$ cat src/rtl/cm_sort_arb.sv
// Round-robin arbiter sharing one sorter between REQ_CNT requesters; tags track result ownership.
// Optional feature: define CM_SORT_ARB_STAT_EN to add per-requester accepted-vector counters.
module cm_sort_arb #(
  parameter int REQ_CNT    = 4,
  parameter int DCNT       = 4,
  parameter int DWIDTH     = 8,
  parameter int FIFO_DEPTH = 4
) (
  input  logic                                        i_clk,
  input  logic                                        i_rst,
  input  logic [REQ_CNT-1:0]                          i_req_vld,
  input  logic [REQ_CNT-1:0][DCNT-1:0][DWIDTH-1:0]    i_req_data,
  output logic [REQ_CNT-1:0]                          o_req_rdy,
  output logic                                        o_srt_vld,
  output logic [DCNT-1:0][DWIDTH-1:0]                 o_srt_data,
  input  logic                                        i_srt_vld,
  input  logic [DCNT-1:0][DWIDTH-1:0]                 i_srt_data,
  output logic                                        o_rsp_vld,
  output logic [$clog2(REQ_CNT)-1:0]                  o_rsp_id,
  output logic [DCNT-1:0][DWIDTH-1:0]                 o_rsp_data,
  input  logic                                        i_rsp_rdy,
  output logic                                        o_err
`ifdef CM_SORT_ARB_STAT_EN
  ,
  output logic [REQ_CNT-1:0][15:0]                    o_stat_cnt
`endif
);

  localparam int IDW = $clog2(REQ_CNT);
  localparam int PW  = $clog2(FIFO_DEPTH);
  localparam int CW  = $clog2(FIFO_DEPTH + 1);

  logic [CW-1:0]                   credit_q, credit_d;
  logic [IDW-1:0]                  rr_q, rr_d;
  logic                            srt_vld_q, srt_vld_d;
  logic [DCNT-1:0][DWIDTH-1:0]     srt_data_q, srt_data_d;
  logic [IDW-1:0]                  tag_mem_q [FIFO_DEPTH];
  logic [IDW-1:0]                  tag_mem_d [FIFO_DEPTH];
  logic [PW-1:0]                   tag_wr_q, tag_wr_d, tag_rd_q, tag_rd_d;
  logic [CW-1:0]                   tag_cnt_q, tag_cnt_d;
  logic [IDW-1:0]                  rsp_id_mem_q [FIFO_DEPTH];
  logic [IDW-1:0]                  rsp_id_mem_d [FIFO_DEPTH];
  logic [DCNT-1:0][DWIDTH-1:0]     rsp_data_mem_q [FIFO_DEPTH];
  logic [DCNT-1:0][DWIDTH-1:0]     rsp_data_mem_d [FIFO_DEPTH];
  logic [PW-1:0]                   rsp_wr_q, rsp_wr_d, rsp_rd_q, rsp_rd_d;
  logic [CW-1:0]                   rsp_cnt_q, rsp_cnt_d;
  logic                            err_q, err_d;

  logic [REQ_CNT-1:0]              gnt_s;
  logic [IDW-1:0]                  gnt_id_s;
  logic                            gnt_vld_s;
  logic [IDW:0]                    idx_s;
  logic                            issue_s, pop_s, ret_s;

  // Search from rr_q upward with wrap; grant only with credit available and outside reset.
  always_comb begin
    gnt_s     = '0;
    gnt_id_s  = '0;
    gnt_vld_s = 1'b0;
    idx_s     = '0;
    for (int i = 0; i < REQ_CNT; i++) begin
      idx_s = {1'b0, rr_q} + (IDW+1)'(i);
      if (idx_s >= (IDW+1)'(REQ_CNT)) begin
        idx_s = idx_s - (IDW+1)'(REQ_CNT);
      end else begin
        idx_s = idx_s;
      end
      if (!gnt_vld_s && i_req_vld[idx_s[IDW-1:0]]) begin
        gnt_vld_s = 1'b1;
        gnt_id_s  = idx_s[IDW-1:0];
      end else begin
        gnt_vld_s = gnt_vld_s;
      end
    end
    if (gnt_vld_s && (credit_q != '0) && !i_rst) begin
      gnt_s[gnt_id_s] = 1'b1;
    end else begin
      gnt_s = '0;
    end
  end

  assign issue_s = |gnt_s;
  assign pop_s   = (rsp_cnt_q != '0) && i_rsp_rdy;
  assign ret_s   = i_srt_vld && (tag_cnt_q != '0);

  // Next state for issue register, tag queue, response queue, credit and error flag.
  always_comb begin
    credit_d       = credit_q;
    rr_d           = rr_q;
    srt_vld_d      = issue_s;
    srt_data_d     = srt_data_q;
    tag_mem_d      = tag_mem_q;
    tag_wr_d       = tag_wr_q;
    tag_rd_d       = tag_rd_q;
    tag_cnt_d      = tag_cnt_q;
    rsp_id_mem_d   = rsp_id_mem_q;
    rsp_data_mem_d = rsp_data_mem_q;
    rsp_wr_d       = rsp_wr_q;
    rsp_rd_d       = rsp_rd_q;
    rsp_cnt_d      = rsp_cnt_q;
    err_d          = err_q | (i_srt_vld && (tag_cnt_q == '0));

    if (issue_s) begin
      srt_data_d          = i_req_data[gnt_id_s];
      tag_mem_d[tag_wr_q] = gnt_id_s;
      tag_wr_d            = tag_wr_q + PW'(1);
      rr_d                = (gnt_id_s == IDW'(REQ_CNT - 1)) ? '0 : gnt_id_s + IDW'(1);
    end else begin
      srt_data_d = srt_data_q;
    end

    // A return without an outstanding tag is dropped; only err_d records it.
    if (ret_s) begin
      rsp_id_mem_d[rsp_wr_q]   = tag_mem_q[tag_rd_q];
      rsp_data_mem_d[rsp_wr_q] = i_srt_data;
      rsp_wr_d                 = rsp_wr_q + PW'(1);
      tag_rd_d                 = tag_rd_q + PW'(1);
    end else begin
      rsp_wr_d = rsp_wr_q;
    end

    if (pop_s) begin
      rsp_rd_d = rsp_rd_q + PW'(1);
    end else begin
      rsp_rd_d = rsp_rd_q;
    end

    case ({issue_s, ret_s})
      2'b10:   tag_cnt_d = tag_cnt_q + CW'(1);
      2'b01:   tag_cnt_d = tag_cnt_q - CW'(1);
      default: tag_cnt_d = tag_cnt_q;
    endcase

    case ({ret_s, pop_s})
      2'b10:   rsp_cnt_d = rsp_cnt_q + CW'(1);
      2'b01:   rsp_cnt_d = rsp_cnt_q - CW'(1);
      default: rsp_cnt_d = rsp_cnt_q;
    endcase

    case ({issue_s, pop_s})
      2'b10:   credit_d = credit_q - CW'(1);
      2'b01:   credit_d = credit_q + CW'(1);
      default: credit_d = credit_q;
    endcase
  end

  // State registers with asynchronous reset.
  always_ff @(posedge i_clk or posedge i_rst) begin
    if (i_rst) begin
      credit_q       <= CW'(FIFO_DEPTH);
      rr_q           <= '0;
      srt_vld_q      <= 1'b0;
      srt_data_q     <= '0;
      tag_mem_q      <= '{default: '0};
      tag_wr_q       <= '0;
      tag_rd_q       <= '0;
      tag_cnt_q      <= '0;
      rsp_id_mem_q   <= '{default: '0};
      rsp_data_mem_q <= '{default: '0};
      rsp_wr_q       <= '0;
      rsp_rd_q       <= '0;
      rsp_cnt_q      <= '0;
      err_q          <= 1'b0;
    end else begin
      credit_q       <= credit_d;
      rr_q           <= rr_d;
      srt_vld_q      <= srt_vld_d;
      srt_data_q     <= srt_data_d;
      tag_mem_q      <= tag_mem_d;
      tag_wr_q       <= tag_wr_d;
      tag_rd_q       <= tag_rd_d;
      tag_cnt_q      <= tag_cnt_d;
      rsp_id_mem_q   <= rsp_id_mem_d;
      rsp_data_mem_q <= rsp_data_mem_d;
      rsp_wr_q       <= rsp_wr_d;
      rsp_rd_q       <= rsp_rd_d;
      rsp_cnt_q      <= rsp_cnt_d;
      err_q          <= err_d;
    end
  end

  assign o_req_rdy  = gnt_s;
  assign o_srt_vld  = srt_vld_q;
  assign o_srt_data = srt_data_q;
  assign o_rsp_vld  = (rsp_cnt_q != '0);
  assign o_rsp_id   = o_rsp_vld ? rsp_id_mem_q[rsp_rd_q] : '0;
  assign o_rsp_data = o_rsp_vld ? rsp_data_mem_q[rsp_rd_q] : '0;
  assign o_err      = err_q;

`ifdef CM_SORT_ARB_STAT_EN
  logic [REQ_CNT-1:0][15:0] stat_q, stat_d;

  // Saturating per-requester accept counters.
  always_comb begin
    stat_d = stat_q;
    if (issue_s && (stat_q[gnt_id_s] != 16'hFFFF)) begin
      stat_d[gnt_id_s] = stat_q[gnt_id_s] + 16'd1;
    end else begin
      stat_d = stat_q;
    end
  end

  // Counter register.
  always_ff @(posedge i_clk or posedge i_rst) begin
    if (i_rst) begin
      stat_q <= '0;
    end else begin
      stat_q <= stat_d;
    end
  end

  assign o_stat_cnt = stat_q;
`else
`endif

endmodule

$ cat config.mk
export PLATFORM = sky130hd
export DESIGN_NAME = cm_sort_arb
export DESIGN_NICKNAME = d
export VERILOG_FILES = /design/src/rtl/cm_sort_arb.sv
export SDC_FILE = /design/constraint.sdc
export NUM_CORES = 1
export LEC_CHECK = 0
export ABC_AREA = 1
export CAP_MARGIN = 20
export CORE_MARGIN = 2
export CORE_UTILIZATION = 28
export DETAILED_ROUTE_END_ITERATION = 10
export GPL_TIMING_DRIVEN = 0
export PLACE_DENSITY_LB_ADDON = 0.12
export SETUP_SLACK_MARGIN = 0.2
export SLEW_MARGIN = 20
export SYNTH_ARGS = -nofsm -noshare
export SYNTH_HDL_FRONTEND = slang
export SYNTH_SLANG_ARGS = --single-unit
$ cat constraint.sdc
create_clock -name i_clk -period 6.32 [get_ports i_clk]
set_input_delay 1.264 -clock i_clk [delete_from_list [all_inputs] [get_ports i_clk]]
set_output_delay 1.264 -clock i_clk [all_outputs]
set_load 0.1 [all_outputs]
==> flow_summary_export.csv <==
group,metric,value,unit
clock_tree,cts_root_buf,"clkbuf_16",
status,outcome,"completed",
logic_synthesis,syn-num-nets,1600,
final_layout,layout.nets,1866,
worst_setup_path,cp.arrival,4.54,ns
global_routing,grt_max_degree,32,
drt,num_vias,10183,
clock_tree,clock_sinks,197,
sta,fmax,172.4,MHz
die,core-area,0.03670,mm²
sta,tns,0,ns
clock_tree,clockBufferDepth,2,
global_routing,grt-ovfl-total,0,
clock_tree,hold_buffers,0,
sta,fin_crit_sh,91.76,%
die,io_pins,241,
worst_setup_path,worstSetupPathType,"in -> out",
drt,wire_per_inst,17.27,µm
drt,antenna_left,0,
worst_setup_path,crit_top_cell,"inv_1",
worst_setup_path,crit_buf_inv,8,
sta,min_period,5.799,ns
logic_synthesis,yosys_warnings,0,
worst_setup_path,cp_cell_sequence,"clkdlybuf4s50_1 -> inv_1 -> o21ai_0 -> o21ai_2 -> inv_1 -> nand2_1 -> nand3b_2 -> nand2_2 -> buf_6 -> buf_6 -> inv_2 -> ha_1 -> nand2_1 -> inv_1 -> clkdlybuf4s50_1",
sta,skew,0.01896,ns
sta,setup_viol,0,
worst_setup_path,cp_max_fo,10,
logic_synthesis,synth_area,0.01045,mm²
drt,drc,0,
worst_hold_path,hp-class,"reg -> reg",
logic_synthesis,yosysSeqAreaShare,47.19,%
clock_tree,clk_pin_slew_worst_paths,0.08,ns
worst_setup_path,cp-end-kind,"output pin",
worst_setup_path,start_kind,"input port",
final_layout,layout-drive-gt1-share,5.601,%
worst_setup_path,crit_required,5.06,ns
die,rows,70,
worst_hold_path,min-delay-start,"tag_mem_q[4]",
die,fp.dieH,197.2,µm
die,start_util,28.48,%
clock_tree,htree_num_levels,4,
clock_tree,ctsResizeCount,0,
drt,wirelength,37.42,mm
worst_setup_path,critPathLaunch,"i_req_vld[2]",
clock_tree,cts_tree,"built",
logic_synthesis,synthDistinctLibCells,32,
logic_synthesis,synth.avg_cell_area,7.375,µm²
clock_tree,numCtsBuffers,17,
worst_setup_path,critical-path-max-stage-delay,1.16,ns
drt,viasPerCell,4.699,
worst_setup_path,timing.rr.start,"rr_q[0]",
logic_synthesis,async_flop_share,100.0,%
placed_design,dp_hpwl,28.01,mm
run,cap_violations,0,
worst_setup_path,critPathSlowestCell,"clkdlybuf4s50_1",
clock_tree,postCtsSetupBuffers,0,
logic_synthesis,synthFlopType,"dfrtp_1",
worst_setup_path,cp_top_family,"buffers and inverters",
logic_synthesis,synth_edf_count,0,
die,die_area,0.03888,mm²
final_layout,syn2layout_area_growth,35.69,%
sta,worst_pin_slew,1.109,ns
drt,first_pass_iters,5,
global_routing,grt_pass1_wl,58.91,mm
logic_synthesis,synthesis.instances,1417,
global_routing,antenna_found_initial,4,
clock_tree,clk-insertion-delay-late,0.45,ns
placed_design,place_congestion,0.8215,
placed_design,portBuffers,240,
logic_synthesis,synth-seq-cells,197,
sta,finalMaxSlewViolations,0,
sta,max_slew_margin,25.85,%
global_routing,grt_use_total,19.84,%
die,die_w,197.2,µm
global_routing,grt_pass1_vias,10321,
drt,first_iter_violations,733,
sta,hold_viol_final,0,
sta,rsz0062_at_grt,"false",
-- cells in the mapped netlist (2+ instances only) --
master	count	area, µm²
nand2_1	474	1779
dfrtp_1	196	4905
buf_6	9	101.4
clkbuf_1	43	161.4
xor2_1	5	43.79
buf_2	19	95.09
inv_1	101	379.1
nand3b_1	33	247.7
inv_2	5	18.77
nand3_1	78	390.4
nand2_2	4	25.02
o21ai_0	211	1056
nor3_1	4	20.02
buf_1	7	26.28
o22ai_1	2	12.51
o21ai_1	3	15.01
xnor2_1	4	35.03
nor2_1	141	529.3
ha_1	12	150.1
buf_4	12	90.09
a21oi_1	41	205.2
fa_1	3	60.06
-- worst register-to-register path: stages (launching register included) --
cell and delay (ns):
dfrtp_1 0.42, inv_2 0.15, nand2_1 0.10, nand2_1 0.09, nand2_1 0.07, o21ai_2 0.09
inv_1 0.06, nand2_1 0.08, nand3b_2 0.13, nand2_2 0.16, buf_6 0.18, buf_6 0.16
inv_2 0.09, ha_1 0.20, nand2_1 0.10, nand2_2 0.15, inv_2 0.17, buf_4 0.23
ha_1 0.17, inv_1 0.07, fa_1 0.37, a21oi_1 0.14, o21ai_0 0.11, xor2_1 0.15
-- layer usage --
layer / wire (µm) / vias up / global-route usage (%)
met4: 481 / 2 / 4.734
li1: - / 5024 / -
met2: 17640 / 244 / 32.76
met3: 2415 / 29 / 5.276
met5: 13 / - / 0
met1: 16860 / 4884 / 25.89
-- logic make-up after synthesis --
kind of cell	count (synthesis)	share of synthesized area (%)
compound gates	260	12.56
xor+xnor	9	0.7543
fa+ha+maj	15	2.011
buf+inv	197	8.381
flops	197	47.19
mux	1	0.1078
simple gates	738	29.00
-- layout make-up --
| cell class | instances | area, µm² |
|---|---|---|
| Multi-Input combinational cell | 1023 | 4648 |
| Clock buffer | 18 | 429.2 |
| Fill cell | 3860 | 22520 |
| Inverter | 107 | 405.4 |
| Sequential cell | 197 | 4931 |
| Timing Repair Buffer | 247 | 2550 |
| Antenna cell | 3 | 7.507 |
| Clock inverter | 14 | 148.9 |
| Buffer | 90 | 474.2 |
| Tap cell | 468 | 585.6 |
-- final timing paths --
kind,endpoint,slack (ns),cells after the start
max in group asynchronous,rsp_data_mem_q[26],4.28,4
hold reg to reg,tag_mem_q[4],0.47,2
setup reg to reg,tag_cnt_q[2],2.56,23
hold / removal,tag_mem_q[4],0.47,2
min in group asynchronous,rsp_cnt_q[2],1.28,2
setup / recovery,o_req_rdy[3],0.52,15
-- cell usage in the layout, fill, tap and decap left out, drive strengths merged --
master	netlist	final
buf	47	54
nand3	79	79
clkinv	1	5
inv	106	115
ha	12	12
o21bai	1	1
mux2	1	1
nand2	478	478
nand4	1	1
clkdlybuf4s50	0	240
o211ai	1	1
nand3b	34	34
nor2	142	142
diode	0	3
clkinvlp	0	1
xor2	5	5
xnor2	4	4
a21oi	41	41
fa	3	3
nor3	4	4
o22ai	2	2
dfrtp	196	196
o21ai	215	215
dfstp	1	1
clkbuf	43	61
-- through the flow --
stage	instances	utilization [%]	instance area (µm²)	hold slack, ns	worst slack, ns
floorplan	1417	-	10450	0.4366	0.7853
global placement	2125	36.63	13440	0.4603	0.5050
detailed placement	2132	37.04	13590	0.4594	0.5291
CTS	2164	38.62	14170	0.4784	0.5031
global route	2166	38.63	14180	0.4980	0.2664
finish	2167	38.64	14180	0.4743	0.5209
-- sequential cells by signal, summed over array words and instances (netlist names) --
| name | count |
|---|---|
| tag_mem_q | 8 |
| rsp_rd_q | 2 |
| credit_q | 3 |
| rsp_data_mem_q | 128 |
| o_srt_data | 32 |
| o_err | 1 |
| o_srt_vld | 1 |
| rr_q | 2 |
| rsp_cnt_q | 3 |
| tag_wr_q | 2 |
| tag_rd_q | 2 |
| rsp_wr_q | 2 |
| rsp_id_mem_q | 8 |
| tag_cnt_q | 3 |
Power is left out: the tool's default activity adds up to more than one toggle a clock period on the data nets, which glitch-free logic cannot reach.
